===== config.mk =====
export PLATFORM = sky130hd
export DESIGN_NAME = gci_std_display_vram_if_responder
export DESIGN_NICKNAME = d
export VERILOG_FILES = /design/src/rtl/gci_std_display_vram_if_responder.sv
export SDC_FILE = /design/constraint.sdc
export NUM_CORES = 1
export LEC_CHECK = 0
export BUFFER_PORTS_ARGS = -buffer_cell sky130_fd_sc_hd__buf_2
export CAP_MARGIN = 0
export CORE_AREA = 2 2 127 129
export DETAILED_ROUTE_END_ITERATION = 6
export DIE_AREA = 0 0 129 131
export HOLD_SLACK_MARGIN = 0.03
export PLACE_DENSITY = 0.63
export SETUP_SLACK_MARGIN = 0.1
export SYNTH_ARGS = -nofsm -noshare
export SYNTH_HDL_FRONTEND = slang
export SYNTH_SLANG_ARGS = --single-unit
export TNS_END_PERCENT = 20

===== constraint.sdc =====
create_clock -name iCLOCK -period 1.9 [get_ports iCLOCK]
set_input_delay 0.095 -clock iCLOCK [delete_from_list [all_inputs] [get_ports iCLOCK]]
set_output_delay 0.095 -clock iCLOCK [all_outputs]
set_load 0.005 [all_outputs]

===== src/rtl/gci_std_display_vram_if_responder.sv =====
// ============================================================================
// gci_std_display_vram_if_responder: grants display VRAM sessions, forwards
// accesses to memory and returns read data through a credit-protected FIFO.
// Rev 1.0
// ============================================================================
`default_nettype none

module gci_std_display_vram_if_responder #(
    parameter int P_MEM_ADDR_N      = 23,
    parameter int P_RD_FIFO_DEPTH   = 4,
    parameter int P_RD_FIFO_DEPTH_N = 2
) (
    input  logic                    iCLOCK,
    input  logic                    inRESET,
    // Session handshake
    input  logic                    iIF_REQ,
    output logic                    oIF_ACK,
    input  logic                    iIF_FINISH,
    output logic                    oIF_BREAK,
    // Command channel
    output logic                    oIF_BUSY,
    input  logic                    iIF_ENA,
    input  logic                    iIF_RW,
    input  logic [P_MEM_ADDR_N-1:0] iIF_ADDR,
    input  logic [7:0]              iIF_R,
    input  logic [7:0]              iIF_G,
    input  logic [7:0]              iIF_B,
    // Read return channel
    output logic                    oIF_VALID,
    input  logic                    iIF_BUSY,
    output logic [31:0]             oIF_DATA,
    // Priority client
    input  logic                    iBREAK_REQ,
    // Memory command/response port
    output logic                    oMEM_VALID,
    input  logic                    iMEM_BUSY,
    output logic                    oMEM_RW,
    output logic [P_MEM_ADDR_N-1:0] oMEM_ADDR,
    output logic [31:0]             oMEM_DATA,
    input  logic                    iMEM_VALID,
    input  logic [31:0]             iMEM_DATA
);

    localparam int CW = P_RD_FIFO_DEPTH_N + 1;
    localparam logic [CW:0]                  C_DEPTH   = (CW+1)'(P_RD_FIFO_DEPTH);
    localparam logic [CW-1:0]                C_CNT_ONE = CW'(1);
    localparam logic [P_RD_FIFO_DEPTH_N-1:0] C_PTR_ONE = P_RD_FIFO_DEPTH_N'(1);

    typedef enum logic [2:0] {
        ST_IDLE  = 3'd0,
        ST_ACK   = 3'd1,
        ST_WORK  = 3'd2,
        ST_BREAK = 3'd3,
        ST_DRAIN = 3'd4
    } state_t;

    state_t                       state_q;
    logic                         ack_q;
    logic                         break_q;
    logic [CW-1:0]                outstanding_q;
    logic [CW-1:0]                outstanding_d;
    logic [CW-1:0]                fifo_count_q;
    logic [CW-1:0]                fifo_count_d;
    logic [P_RD_FIFO_DEPTH_N-1:0] wr_ptr_q;
    logic [P_RD_FIFO_DEPTH_N-1:0] rd_ptr_q;
    logic [31:0]                  fifo_mem_q [P_RD_FIFO_DEPTH];

    logic [CW:0] credit_used;
    logic        cmd_accept;
    logic        rd_accept;
    logic        rsp_push;
    logic        rsp_pop;

    // Reads in flight plus words already buffered may never exceed the FIFO.
    assign credit_used = {1'b0, outstanding_q} + {1'b0, fifo_count_q};
    assign oIF_BUSY    = (state_q != ST_WORK) || iMEM_BUSY || (credit_used >= C_DEPTH);

    assign cmd_accept = iIF_ENA && !oIF_BUSY;
    assign rd_accept  = cmd_accept && !iIF_RW;
    assign rsp_push   = iMEM_VALID && (outstanding_q != '0);
    assign rsp_pop    = oIF_VALID && !iIF_BUSY;

    assign oMEM_VALID = cmd_accept;
    assign oMEM_RW    = iIF_RW;
    assign oMEM_ADDR  = iIF_ADDR;
    assign oMEM_DATA  = {8'h00, iIF_R, iIF_G, iIF_B};

    assign oIF_VALID = (fifo_count_q != '0);
    assign oIF_DATA  = fifo_mem_q[rd_ptr_q];
    assign oIF_ACK   = ack_q;
    assign oIF_BREAK = break_q;

    always_comb begin
        outstanding_d = outstanding_q;
        case ({rd_accept, rsp_push})
            2'b10:   outstanding_d = outstanding_q + C_CNT_ONE;
            2'b01:   outstanding_d = outstanding_q - C_CNT_ONE;
            default: outstanding_d = outstanding_q;
        endcase
    end

    always_comb begin
        fifo_count_d = fifo_count_q;
        case ({rsp_push, rsp_pop})
            2'b10:   fifo_count_d = fifo_count_q + C_CNT_ONE;
            2'b01:   fifo_count_d = fifo_count_q - C_CNT_ONE;
            default: fifo_count_d = fifo_count_q;
        endcase
    end

    always_ff @(posedge iCLOCK or negedge inRESET) begin
        if (!inRESET) begin
            outstanding_q <= '0;
            fifo_count_q  <= '0;
            wr_ptr_q      <= '0;
            rd_ptr_q      <= '0;
        end else begin
            outstanding_q <= outstanding_d;
            fifo_count_q  <= fifo_count_d;
            if (rsp_push) begin
                wr_ptr_q <= wr_ptr_q + C_PTR_ONE;
            end
            if (rsp_pop) begin
                rd_ptr_q <= rd_ptr_q + C_PTR_ONE;
            end
        end
    end

    // Storage needs no reset: contents are only visible while count is non-zero.
    always_ff @(posedge iCLOCK) begin
        if (rsp_push) begin
            fifo_mem_q[wr_ptr_q] <= iMEM_DATA;
        end
    end

    always_ff @(posedge iCLOCK or negedge inRESET) begin
        if (!inRESET) begin
            state_q <= ST_IDLE;
            ack_q   <= 1'b0;
            break_q <= 1'b0;
        end else begin
            case (state_q)
                ST_IDLE: begin
                    if (iIF_REQ && !iBREAK_REQ) begin
                        state_q <= ST_ACK;
                        ack_q   <= 1'b1;
                    end
                end
                ST_ACK: begin
                    state_q <= ST_WORK;
                    ack_q   <= 1'b0;
                end
                ST_WORK: begin
                    if (iIF_FINISH) begin
                        state_q <= ST_DRAIN;
                    end else if (iBREAK_REQ) begin
                        state_q <= ST_BREAK;
                        break_q <= 1'b1;
                    end
                end
                ST_BREAK: begin
                    if (iIF_FINISH) begin
                        state_q <= ST_DRAIN;
                        break_q <= 1'b0;
                    end
                end
                ST_DRAIN: begin
                    if ((outstanding_q == '0) && (fifo_count_q == '0)) begin
                        state_q <= ST_IDLE;
                    end
                end
                default: begin
                    state_q <= ST_IDLE;
                    ack_q   <= 1'b0;
                    break_q <= 1'b0;
                end
            endcase
        end
    end

endmodule

`default_nettype wire


==> metrics.csv <==
stage,metric,value,unit
setup_path,crit_family,adder cells,
synthesis,synthArstFlopShare,10.49,%
setup_path,path_buf_inv,5,
grt,grtUsageMet1,16.38,%
routing,drcViolationCount,0,
synthesis,yosysUniqueCellTypes,31,
clock_tree,clock-sinks,143,
synthesis,synth_seq_cells,143,
routing,vias_per_cell,4.595,
timing,drv_slew,0,
pwr,ir_worst_vdd,676.4,µV
place,port_buffers,79,
routing,first_iter_violations,150,
timing,setup_viol,11,
grt,grt_pass1_wl,17170,µm
synthesis,seq_area_frac_synth,70.71,%
grt,busiest_layer,met2,
pwr,p_leak,2.844,nW
grt,grt.total_usage,14.03,%
timing,period_needed,2.141,ns
floorplanning,die_x,129,µm
routing,antenna_left,0,
setup_path,path_cells,buf_4 -> buf_6 -> buf_6 -> o31a_1 -> inv_1 -> ha_2 -> inv_2 -> fa_2 -> xor2_1 -> nor2_1 -> xor2_1,
clock_tree,clk_pin_slew,0.06,ns
grt,grt_max_degree,22,
clock_tree,h-tree-depth,4,
finish,n_fill_cell,1347,
setup_path,worstSetupStartpointType,flip-flop,
timing,whs,0.06012,ns
finish,area_delta_synth_final,28.48,%
place,dp_hpwl,6690,µm
timing,finalHoldViolations,0,
finish,register_area,0.004222,mm²
timing,finalCritPeriodShare,112.7,%
grt,met2_usage,23.65,%
finish,multi_input_area,0.001215,mm²
outcome,violations,negative setup slack,
floorplanning,core_area,0.01560,mm²
job,maxCapViolCount,0,
synthesis,synth_ff_type,edfxtp_1,
timing,layout_setup_ws,-0.2407,ns
setup_path,cp_slowest_cell,dfrtp_1,
outcome,status,"complete, but fails checks",
routing,dr.pass1.iters,4,
floorplanning,die_area,0.01690,mm²
synthesis,synth_edf_count,128,
routing,wl_per_cell,17.33,µm
setup_path,cp.arrival,2.44,ns
finish,fin_util,49.15,%
synthesis,syn-instance-count,310,
pwr,power_density,1516,mW/mm²
finish,finalInstanceArea,0.007666,mm²
grt,grt-ovfl-total,0,
setup_path,critPathRequiredTime,2.20,ns
timing,rsz0062_at_grt,yes,
grt,antenna_found_initial,0,
clock_tree,numCtsBuffers,17,
finish,num_antenna_cells,0,
setup_path,critical_path_class,flip-flop to flip-flop,
setup_path,critPathMaxStageDelay,0.38,ns
clock_tree,clock_latency,0.41,ns
finish,num-nets-final,527,
timing,skew,0.005255,ns
clock_tree,cts_tree,yes,
setup_path,end_kind,flip-flop,
routing,routed_wl,11390,µm
hold_path,min_path_type,input port to flip-flop,
clock_tree,clk_path_buf_depth,2,
grt,use_met3,4.886,%
floorplanning,fp.dieH,131,µm
floorplanning,rows,46,
synthesis,syn_area_per_cell,19.25,µm²
floorplanning,ioPinCount,182,
clock_tree,root_buffer,clkbuf_16,
floorplanning,initial_core_util,38.26,%
routing,num_vias,3019,
finish,final_layout_size_suffix_gt1_share,43.54,%
timing,fin_tns_setup,-0.8875,ns
place,gp_congestion,0.6882,
synthesis,synth_area,0.005967,mm²
place,place_area,0.006469,mm²
grt,grt_pass1_vias,3264,
setup_path,path_max_fanout,3,
synthesis,yosys_warnings,0,
place,place_ws,-0.2622,ns
timing,fmax,467.1,MHz
==> cell type report <==
type | instances | area share, %
sequential | 143 | 55.07
timing repair buffer | 158 | 17.92
multi-input combinational | 97 | 15.85
clock buffer | 18 | 5.598
tap | 216 | 3.525
clock inverter | 14 | 1.502
inverter | 11 | 0.5386
==> sequential cells by signal (all words and copies together) (netlist names) <==
register and count:
rd_ptr_q 2, fifo_count_q 3, fifo_mem_q 128, wr_ptr_q 2, oIF_BREAK 1, state_q 3
outstanding_q 3, oIF_ACK 1
==> metrics by stage <==
step           instances  power [mW]
2_1_floorplan        317       6.466
3_3_place_gp         571       7.763
3_5_place_dp         571       7.848
4_1_cts              647       11.42
5_1_grt              657       12.30
6_report             657       11.62
==> layer usage <==
layer / routed length, µm / part of all wire, %
met4: 213 / 1.9
met3: 559 / 4.9
met2: 5908 / 52
met5: 0 / 0
met1: 4705 / 41
==> power breakdown <==
group | internal [mW] | switching (mW) | leakage (nW) | total [mW]
registers | 4.19 | 0.220 | 1.35 | 4.41
logic | 2.36 | 1.79 | 1.24 | 4.16
clock network | 1.79 | 1.26 | 0.254 | 3.05
==> final timing paths <==
path / startpoint / to / slack [ns] / cells after the start
max: outstanding_q[2] / fifo_count_q[2] / -0.24 / 11
min: iIF_REQ / state_q[0] / 0.06 / 3
max reg2reg: outstanding_q[2] / fifo_count_q[2] / -0.24 / 11
min reg2reg: oIF_ACK / oIF_ACK / 0.51 / 1
max in group asynchronous: inRESET / rd_ptr_q[1] / 1.47 / 2
min in group asynchronous: inRESET / oIF_ACK / 0.13 / 2
==> repair_timing <==
| action | CTS | global route |
|---|---|---|
| hold buffers | 37 | 0 |
| endpoints found under the setup margin | 38 | 161 |
| gates cloned | 2 | 2 |
| pin swaps | 8 | 7 |
| resized for setup | 20 | 20 |
| endpoints found under the hold margin | 149 | 0 |
| setup buffers | 5 | 9 |
==> synthesized netlist by cell type (2+ instances only) <==
master | count | area [µm²]
edfxtp_1 | 128 | 3844
buf_4 | 56 | 420.4
mux4_2 | 19 | 427.9
dfrtp_1 | 15 | 375.4
mux4_1 | 13 | 341.6
inv_1 | 11 | 41.29
ha_1 | 8 | 100.1
xor2_1 | 6 | 52.55
and2_1 | 5 | 31.28
nand2_1 | 5 | 18.77
nor2_1 | 5 | 18.77
a21oi_1 | 4 | 20.02
buf_2 | 4 | 20.02
buf_6 | 4 | 45.04
o21ai_0 | 3 | 15.01
xnor2_1 | 3 | 26.28
clkbuf_1 | 2 | 7.510
fa_1 | 2 | 40.04
mux2i_1 | 2 | 20.02
nand3_1 | 2 | 10.01
nor3b_1 | 2 | 15.01
nor4_1 | 2 | 12.51
==> kinds of logic (layout without fill, tap and decap cells) <==
kind of cell | count (synthesis) | count (layout) | synth area share, %
AO/OA/AOI/OAI | 10 | 10 | 0.9646
XOR/XNOR | 9 | 9 | 1.321
adder cells (fa/ha/maj) | 10 | 10 | 2.349
buffers and inverters | 77 | 201 | 8.954
flip-flops | 143 | 143 | 70.71
multiplexers | 34 | 34 | 13.23
other | 1 | 8 | 0.06285
AND/OR/NAND/NOR | 26 | 26 | 2.411
==> cells in the final DEF, fill, tap and decap left out, drive strengths merged <==
cell type,n
a21o,1
a21oi,4
and2,5
and4,1
buf,119
bufinv,1
clkbuf,20
clkinv,5
clkinvlp,4
conb,8
dfrtp,15
dlygate4sd3,37
edfxtp,128
fa,2
ha,8
inv,15
mux2i,2
mux4,32
nand2,5
nand3,2
nand3b,1
nor2,5
nor2b,1
nor3,1
nor3b,2
nor4,2
o21ai,3
o22ai,1
o31a,1
or4b,1
xnor2,3
xor2,6
==> tightest hold or removal path: stages <==
cell     delay, ns
buf_2         0.09
or4b_1        0.17
a21oi_1       0.07
Note: power is estimated with default switching activity, not from simulation.
